`src/rtl/csa_seq_adder_pkg.sv`:
```
// Shared types and constants for the sequential carry-select adder.
// State encodings are plain constants so legacy code can compare them numerically.
package csa_seq_adder_pkg;

  localparam int SLICE_W = 4;

  typedef logic [1:0] state_t;

  localparam state_t IDLE = 2'd0;
  localparam state_t RUN  = 2'd1;
  localparam state_t DONE = 2'd2;

endpackage

```
`src/rtl/csa_nibble.sv`:
```
// 4-bit carry-select adder: both carry-in cases are rippled up front, then cin picks one.
// Purely combinational, no handshake.
module csa_nibble
  import csa_seq_adder_pkg::*;
(
  input  logic [SLICE_W-1:0] a,
  input  logic [SLICE_W-1:0] b,
  input  logic               cin,
  output logic [SLICE_W-1:0] sum,
  output logic               cout
);

  logic [SLICE_W:0] sum_c0;
  logic [SLICE_W:0] sum_c1;

  assign sum_c0 = {1'b0, a} + {1'b0, b};
  assign sum_c1 = {1'b0, a} + {1'b0, b} + (SLICE_W+1)'(1);

  assign {cout, sum} = cin ? sum_c1 : sum_c0;

endmodule

```
`src/rtl/csa_seq_adder.sv`:
```
// Wide add/sub through one shared nibble slice, LSB nibble first; result after WIDTH/4 cycles.
// Takes operands only in IDLE; holds sum/cout in DONE until out_ready.
module csa_seq_adder
  import csa_seq_adder_pkg::*;
#(
  parameter int WIDTH = 16
) (
  input  logic             clk,
  input  logic             rst,
  input  logic             in_valid,
  output logic             in_ready,
  input  logic [WIDTH-1:0] a,
  input  logic [WIDTH-1:0] b,
  input  logic             cin,
  input  logic             sub,
  output logic             out_valid,
  input  logic             out_ready,
  output logic [WIDTH-1:0] sum,
  output logic             cout
);

  localparam int NIB = WIDTH / SLICE_W;
  localparam int IW  = (NIB > 1) ? $clog2(NIB) : 1;
  localparam logic [IW-1:0] LAST = IW'(NIB - 1);

  state_t             state;
  logic [IW-1:0]      idx;
  logic [WIDTH-1:0]   op_a;
  logic [WIDTH-1:0]   op_b;
  logic               carry;
  logic [SLICE_W-1:0] nib_a;
  logic [SLICE_W-1:0] nib_b;
  logic [SLICE_W-1:0] nib_s;
  logic               nib_c;
  logic               accept;

  // Handshake outputs come straight from state, never from the inputs.
  assign in_ready  = (state == IDLE);
  assign out_valid = (state == DONE);
  assign accept    = in_valid & in_ready;

  assign nib_a = op_a[SLICE_W*idx +: SLICE_W];
  assign nib_b = op_b[SLICE_W*idx +: SLICE_W];

  csa_nibble u_nibble (
    .a    (nib_a),
    .b    (nib_b),
    .cin  (carry),
    .sum  (nib_s),
    .cout (nib_c)
  );

  always_ff @(posedge clk or posedge rst) begin
    if (rst) begin
      state <= IDLE;
      idx   <= '0;
      op_a  <= '0;
      op_b  <= '0;
      carry <= 1'b0;
      sum   <= '0;
      cout  <= 1'b0;
    end else begin
      case (state)
        IDLE: begin
          if (accept) begin
            // Subtraction is a + ~b + 1, so sub forces the initial carry.
            op_a  <= a;
            op_b  <= sub ? ~b : b;
            carry <= sub | cin;
            idx   <= '0;
            state <= RUN;
          end
        end
        RUN: begin
          sum[SLICE_W*idx +: SLICE_W] <= nib_s;
          carry <= nib_c;
          if (idx == LAST) begin
            cout  <= nib_c;
            state <= DONE;
          end else begin
            idx <= idx + IW'(1);
          end
        end
        DONE: begin
          if (out_ready) state <= IDLE;
        end
        default: state <= IDLE;
      endcase
    end
  end

endmodule

```
`config.mk`:
```
export PLATFORM = sky130hd
export DESIGN_NAME = csa_seq_adder
export DESIGN_NICKNAME = d
export VERILOG_FILES = /design/src/rtl/csa_seq_adder_pkg.sv /design/src/rtl/csa_nibble.sv /design/src/rtl/csa_seq_adder.sv
export SDC_FILE = /design/constraint.sdc
export NUM_CORES = 1
export LEC_CHECK = 0
export CORE_MARGIN = 2
export CORE_UTILIZATION = 55
export CTS_CLUSTER_SIZE = 12
export DETAILED_ROUTE_END_ITERATION = 7
export GPL_ROUTABILITY_DRIVEN = 0
export GPL_TIMING_DRIVEN = 0
export MAX_ROUTING_LAYER = met4
export PLACE_DENSITY = 0.84
export SLEW_MARGIN = 40
export SYNTH_ARGS = -nofsm -noshare
export SYNTH_HDL_FRONTEND = slang
export SYNTH_SLANG_ARGS = --single-unit
export TNS_END_PERCENT = 100
```
`constraint.sdc`:
```
create_clock -name clk -period 5 [get_ports clk]
set_input_delay 1 -clock clk [delete_from_list [all_inputs] [get_ports clk]]
set_output_delay 1 -clock clk [all_outputs]
set_load 0.05 [all_outputs]
```
# After elaboration in Yosys (flattened, before gate mapping)
# Cells that the tools add are included.
# totals
reg_bits	54
in_bits	38
output_inout_bits	19
wordCells	44
# op_classes
add_sub_neg	4
eq_ne	7
shift	4
muxes	12
bitwise	3
n_reduce_logical	7
# op_table
cell	count
$neg A4 Y34	1
$shift A4 B34 Y16 const A	1
$shiftx A4 B34 Y16	1
$shiftx A16 B5 Y4	2
$bwmux W16	1
$mux W16	1
$not A16 Y16	1
$mux W2	5
$pmux W2 S3	1
$reduce_and A2 Y1	3
$reduce_and A3 Y1	2
$add A4 B4 Y5	1
$add A5 B1 Y5 const B	1
$mux W5	1
$eq A2 B2 Y1 const B	2
$ne A2 B1 Y1 const B	2
$ne A2 B2 Y1 const B	2
$pmux W2 S2	1
$add A2 B1 Y2 const B	1
$eq A2 B1 Y1 const B	1
$logic_not A2 Y1	1
$pmux W1 S2	1
$reduce_bool A2 Y1	1
$and A1 B1 Y1	1
other kinds (2)	2

# Depth between registers and ports, before layout
# logic_depth
word_depth	6
depth_mapped	11
mapped_depth_nobuf	10

# By module
# From an unflattened synthesis, not the netlist that was laid out.
# hier_totals
cells_unflattened	237
area_unflattened_um2	2815.2
# by_module_without_submodules
module	instances	cells_each	area_per_inst_um2	seq_area_each_um2
csa_seq_adder	1	203	2566.2	1351.3
csa_nibble	1	34	249.0	0.0

# Worst setup path after synthesis
# OpenSTA, ideal clock, no wires.
# synth_path
path_type	register -> register
from	reg idx[0]
to	reg carry
setup_time_ps	134
arrival_time_ps	2623
t_required_ps	4866
setup_slack_ps	2243
stages_incl_launch_ff	12
path_buffers	1
synth_period_minus_slack_ps	2757
cell_sequence	dfrtp_1 buf_4 mux4_2 ha_1 inv_1 fa_1 inv_1 ha_1 nand3_1 nor3_2 xor2_1 o211ai_1
# synth_via
elab_chain_len	5
elab_cells_between_ends	6
cone_classes	add/sub (2); shift (2); mux (2)
# synth_lines
item	line_no	source
start, declared	csa_seq_adder.sv:27	logic [IW-1:0] idx;
start signal, assigned	csa_seq_adder.sv:81	idx <= idx + IW'(1);
$shiftx A16 B5 Y4 (on tied branches)	csa_seq_adder.sv:42, csa_seq_adder.sv:43	
$add A4 B4 Y5 *	csa_nibble.sv:16, csa_nibble.sv:17	
$add A5 B1 Y5	csa_nibble.sv:17	assign sum_c1 = {1'b0, a} + {1'b0, b} + (SLICE_W+1)'(1);
$mux W5 *	csa_nibble.sv:19	assign {cout, sum} = cin ? sum_c1 : sum_c0;
$pmux W1 S2 *	csa_seq_adder.sv:63	case (state)
end signal, assigned	csa_seq_adder.sv:69	carry <= sub | cin;
end signal, assigned	csa_seq_adder.sv:76	carry <= nib_c;
end, declared	csa_seq_adder.sv:30	logic carry;
# Mark *: on every way between the ends. The rest lies on a longest branch, timed or not.
# A chain may end at the register's enable or synchronous reset.

# Worst setup path in the final report
# layout_path
from	reg idx[1]
to	reg carry
# The elaborated chain is that of the path after synthesis.

==> impl_metrics.yaml <==
die:
  start_util: 0.581
  io_pins: 57
  die_w_microns: 75.1
  design.core.area_sq_um: 4790
  fp-row-count: 25
  die_area_sq_um: 5640
  die_h_microns: 75.1
worst_setup_path:
  crit_chain: "clkbuf_1, mux4_2, ha_1, inv_1, fa_1, inv_1, ha_1, nand3_1, nor3_2, xor2_1, o211ai_1"
  start_kind: "flop"
  crit_slowest_cell: "clkbuf_1"
  path_buf_inv: 3
  worstSetupEndpointType: "flop"
  cp_data_required_time_ns: 5.18
  path_delay_family: "adder cells"
  arrival_ns: 3.28
  path_class: "reg -> reg"
  critPathMaxStageDelay_ns: 0.49
  critPathMaxFanout: 9
global_routing:
  grt_pass1_wl_mm: 8.90
  grt_pass1_vias: 1947
  grt_max_degree: 35
  overflow: 0
  antenna_found_initial: 0
  grt_usage: 0.219
timing:
  whs_ns: 0.481
  period_needed_ns: 3.10
  setup_viol: 0
  rsz0062_at_grt: "no"
  finalCritPeriodShare: 0.620
  finalHoldViolCount: 0
  slew_headroom: 0.605
  finClkSkew_ns: 0.00619
  max_freq_mhz: 323
  tightest_slew_ns: 0.592
  drv_slew: 0
  tns_ns: 0
outcome:
  status: "completed"
yosys:
  yosysWarningCount: 0
  synth-edff-count: 0
  synth_cells: 242
  syn_nets: 292
  synth_flop_cell: "dfrtp_1"
  synth_cell_type_count: 35
  syn_avg_cell_area_sq_um: 11.5
  async_reset_ff_frac: 1.00
  ys_seq_elements: 54
  ys_seq_area_frac: 0.486
  synth.cell_area_sq_um: 2780
routing:
  first_pass_iters: 4
  drc: 0
  drt_iter0_drc: 80
  ant_nets: 0
  vias_per_cell: 5.09
  vias: 1893
  drt_wl_total_mm: 5.23
  wl_per_cell_microns: 14.1
finish:
  drive_gt1_frac: 0.167
  fin_area_sq_um: 3550
  nets: 355
  n_fill_cell: 350
  synthToLayoutAreaGrowth_pct: 27.7
  num_antenna_cells: 0
cts:
  clock_sinks: 54
  clockBufferDepth: 2
  worstSkewPairLatency_ns: 0.31
  ctsResizeCount: 0
  clk_pin_slew_worst_paths_ns: 0.09
  numCtsBuffers: 5
  hold_buffers: 0
  postCtsSetupRepairBufs: 0
  cts_root_buffer: "clkbuf_8"
  h-tree-depth: 2
  cts_tree: "done"
min_path:
  hp-class: "reg -> reg"
placed_design:
  dpl-instance-area_sq_um: 3440
  hpwl_mm: 3.94
  io_buffer_count: 55
pwr:
  power_leakage_uw: 0.00153
  power_density_nw_per_um2: 783
  vdd_drop_max_uv: 415
job:
  maxCapViolCount: 0
==> worst min-delay path, stage by stage (launching register included) <==
cell     delay, ns
dfrtp_1       0.35
nand2_1       0.04
o21ai_0       0.06
==> area by class of cell <==
| cell class | instances | area, sq um | share of cell area |
|---|---|---|---|
| well taps | 67 | 83.8 | 0.0236 |
| flip-flops and latches | 54 | 1350 | 0.381 |
| repair buffers | 56 | 571 | 0.161 |
| clock inverters | 1 | 30.0 | 0.00846 |
| clock buffers | 6 | 82.6 | 0.0233 |
| multi-input cells | 165 | 1310 | 0.368 |
| inverters | 12 | 47.5 | 0.0134 |
| plain buffers | 11 | 80.1 | 0.0226 |
==> registers in the layout, indices dropped and copies added (netlist names) <==
signal / count
carry: 1
state: 2
op_a: 16
cout: 1
idx: 2
op_b: 16
sum: 16
==> layout by cell type (no fill, tap or decap), types with 2 or more instances in the layout <==
cell type        instances
a21oi_1                 18
and3_1                   2
buf_2                    4
buf_6                    4
clkbuf_1                 2
clkbuf_8                 6
clkdlybuf4s50_1         55
dfrtp_1                 54
ha_1                    11
inv_1                   11
mux2_4                  16
mux4_2                   8
nand2_1                 26
nand2b_1                 2
nand3_1                  2
nor2_1                  22
nor2_2                   2
o21ai_0                 16
o21ai_1                  5
xnor2_1                 17
xor2_1                   3
==> routing by layer <==
layer	up-vias	global-route usage	routed length, microns
met5	-	-	0
met4	0	0.0754	36
met3	4	0.0442	218
met2	56	0.351	2620
met1	895	0.277	2350
li1	938	-	-
==> where the power goes <==
part | internal (uW) | leakage, uW | switching, uW
sequential | 636 | 0.000657 | 122
clock | 160 | 0.0000573 | 136
combinational | 752 | 0.000815 | 973
==> cells in the mapped netlist (all sizes together), types with 3 or more instances <==
master / number / area (sq um)
o21ai: 21 / 105
xor2: 3 / 26.3
buf: 9 / 72.6
nand2: 26 / 97.6
a21oi: 18 / 90.1
xnor2: 18 / 165
ha: 11 / 138
nor2: 24 / 95.1
mux4: 8 / 180
inv: 12 / 45.0
mux2: 17 / 251
dfrtp: 54 / 1350
==> cells by family after synthesis <==
kind of cell,synth area share
AND/OR/NAND/NOR,0.105
buffers and inverters,0.0450
AO/OA/AOI/OAI,0.0837
XOR/XNOR,0.0688
flip-flops,0.486
multiplexers,0.155
adder cells (fa/ha/maj),0.0567
==> stage by stage <==
step           total power [uW]   util  instances  setup WS, ns
5_1_grt                    2980  0.742        372          1.67
2_1_floorplan              2050      -        242          2.24
6_report                   2780  0.742        372          1.90
4_1_cts                    2800  0.742        372          1.86
3_5_place_dp               2490  0.718        365          1.89
3_3_place_gp               2430  0.714        364          1.76
==> final timing paths <==
path | start | end | slack (ns) | cells past startpoint
max | idx[1] | carry | 1.90 | 11
min | sum[8] | sum[8] | 0.48 | 2
max reg2reg | idx[1] | carry | 1.90 | 11
min reg2reg | sum[8] | sum[8] | 0.48 | 2
max in group asynchronous | rst | carry | 3.56 | 3
min in group asynchronous | rst | op_b[12] | 0.99 | 2
No activity file was read; power rests on OpenSTA's default activity.
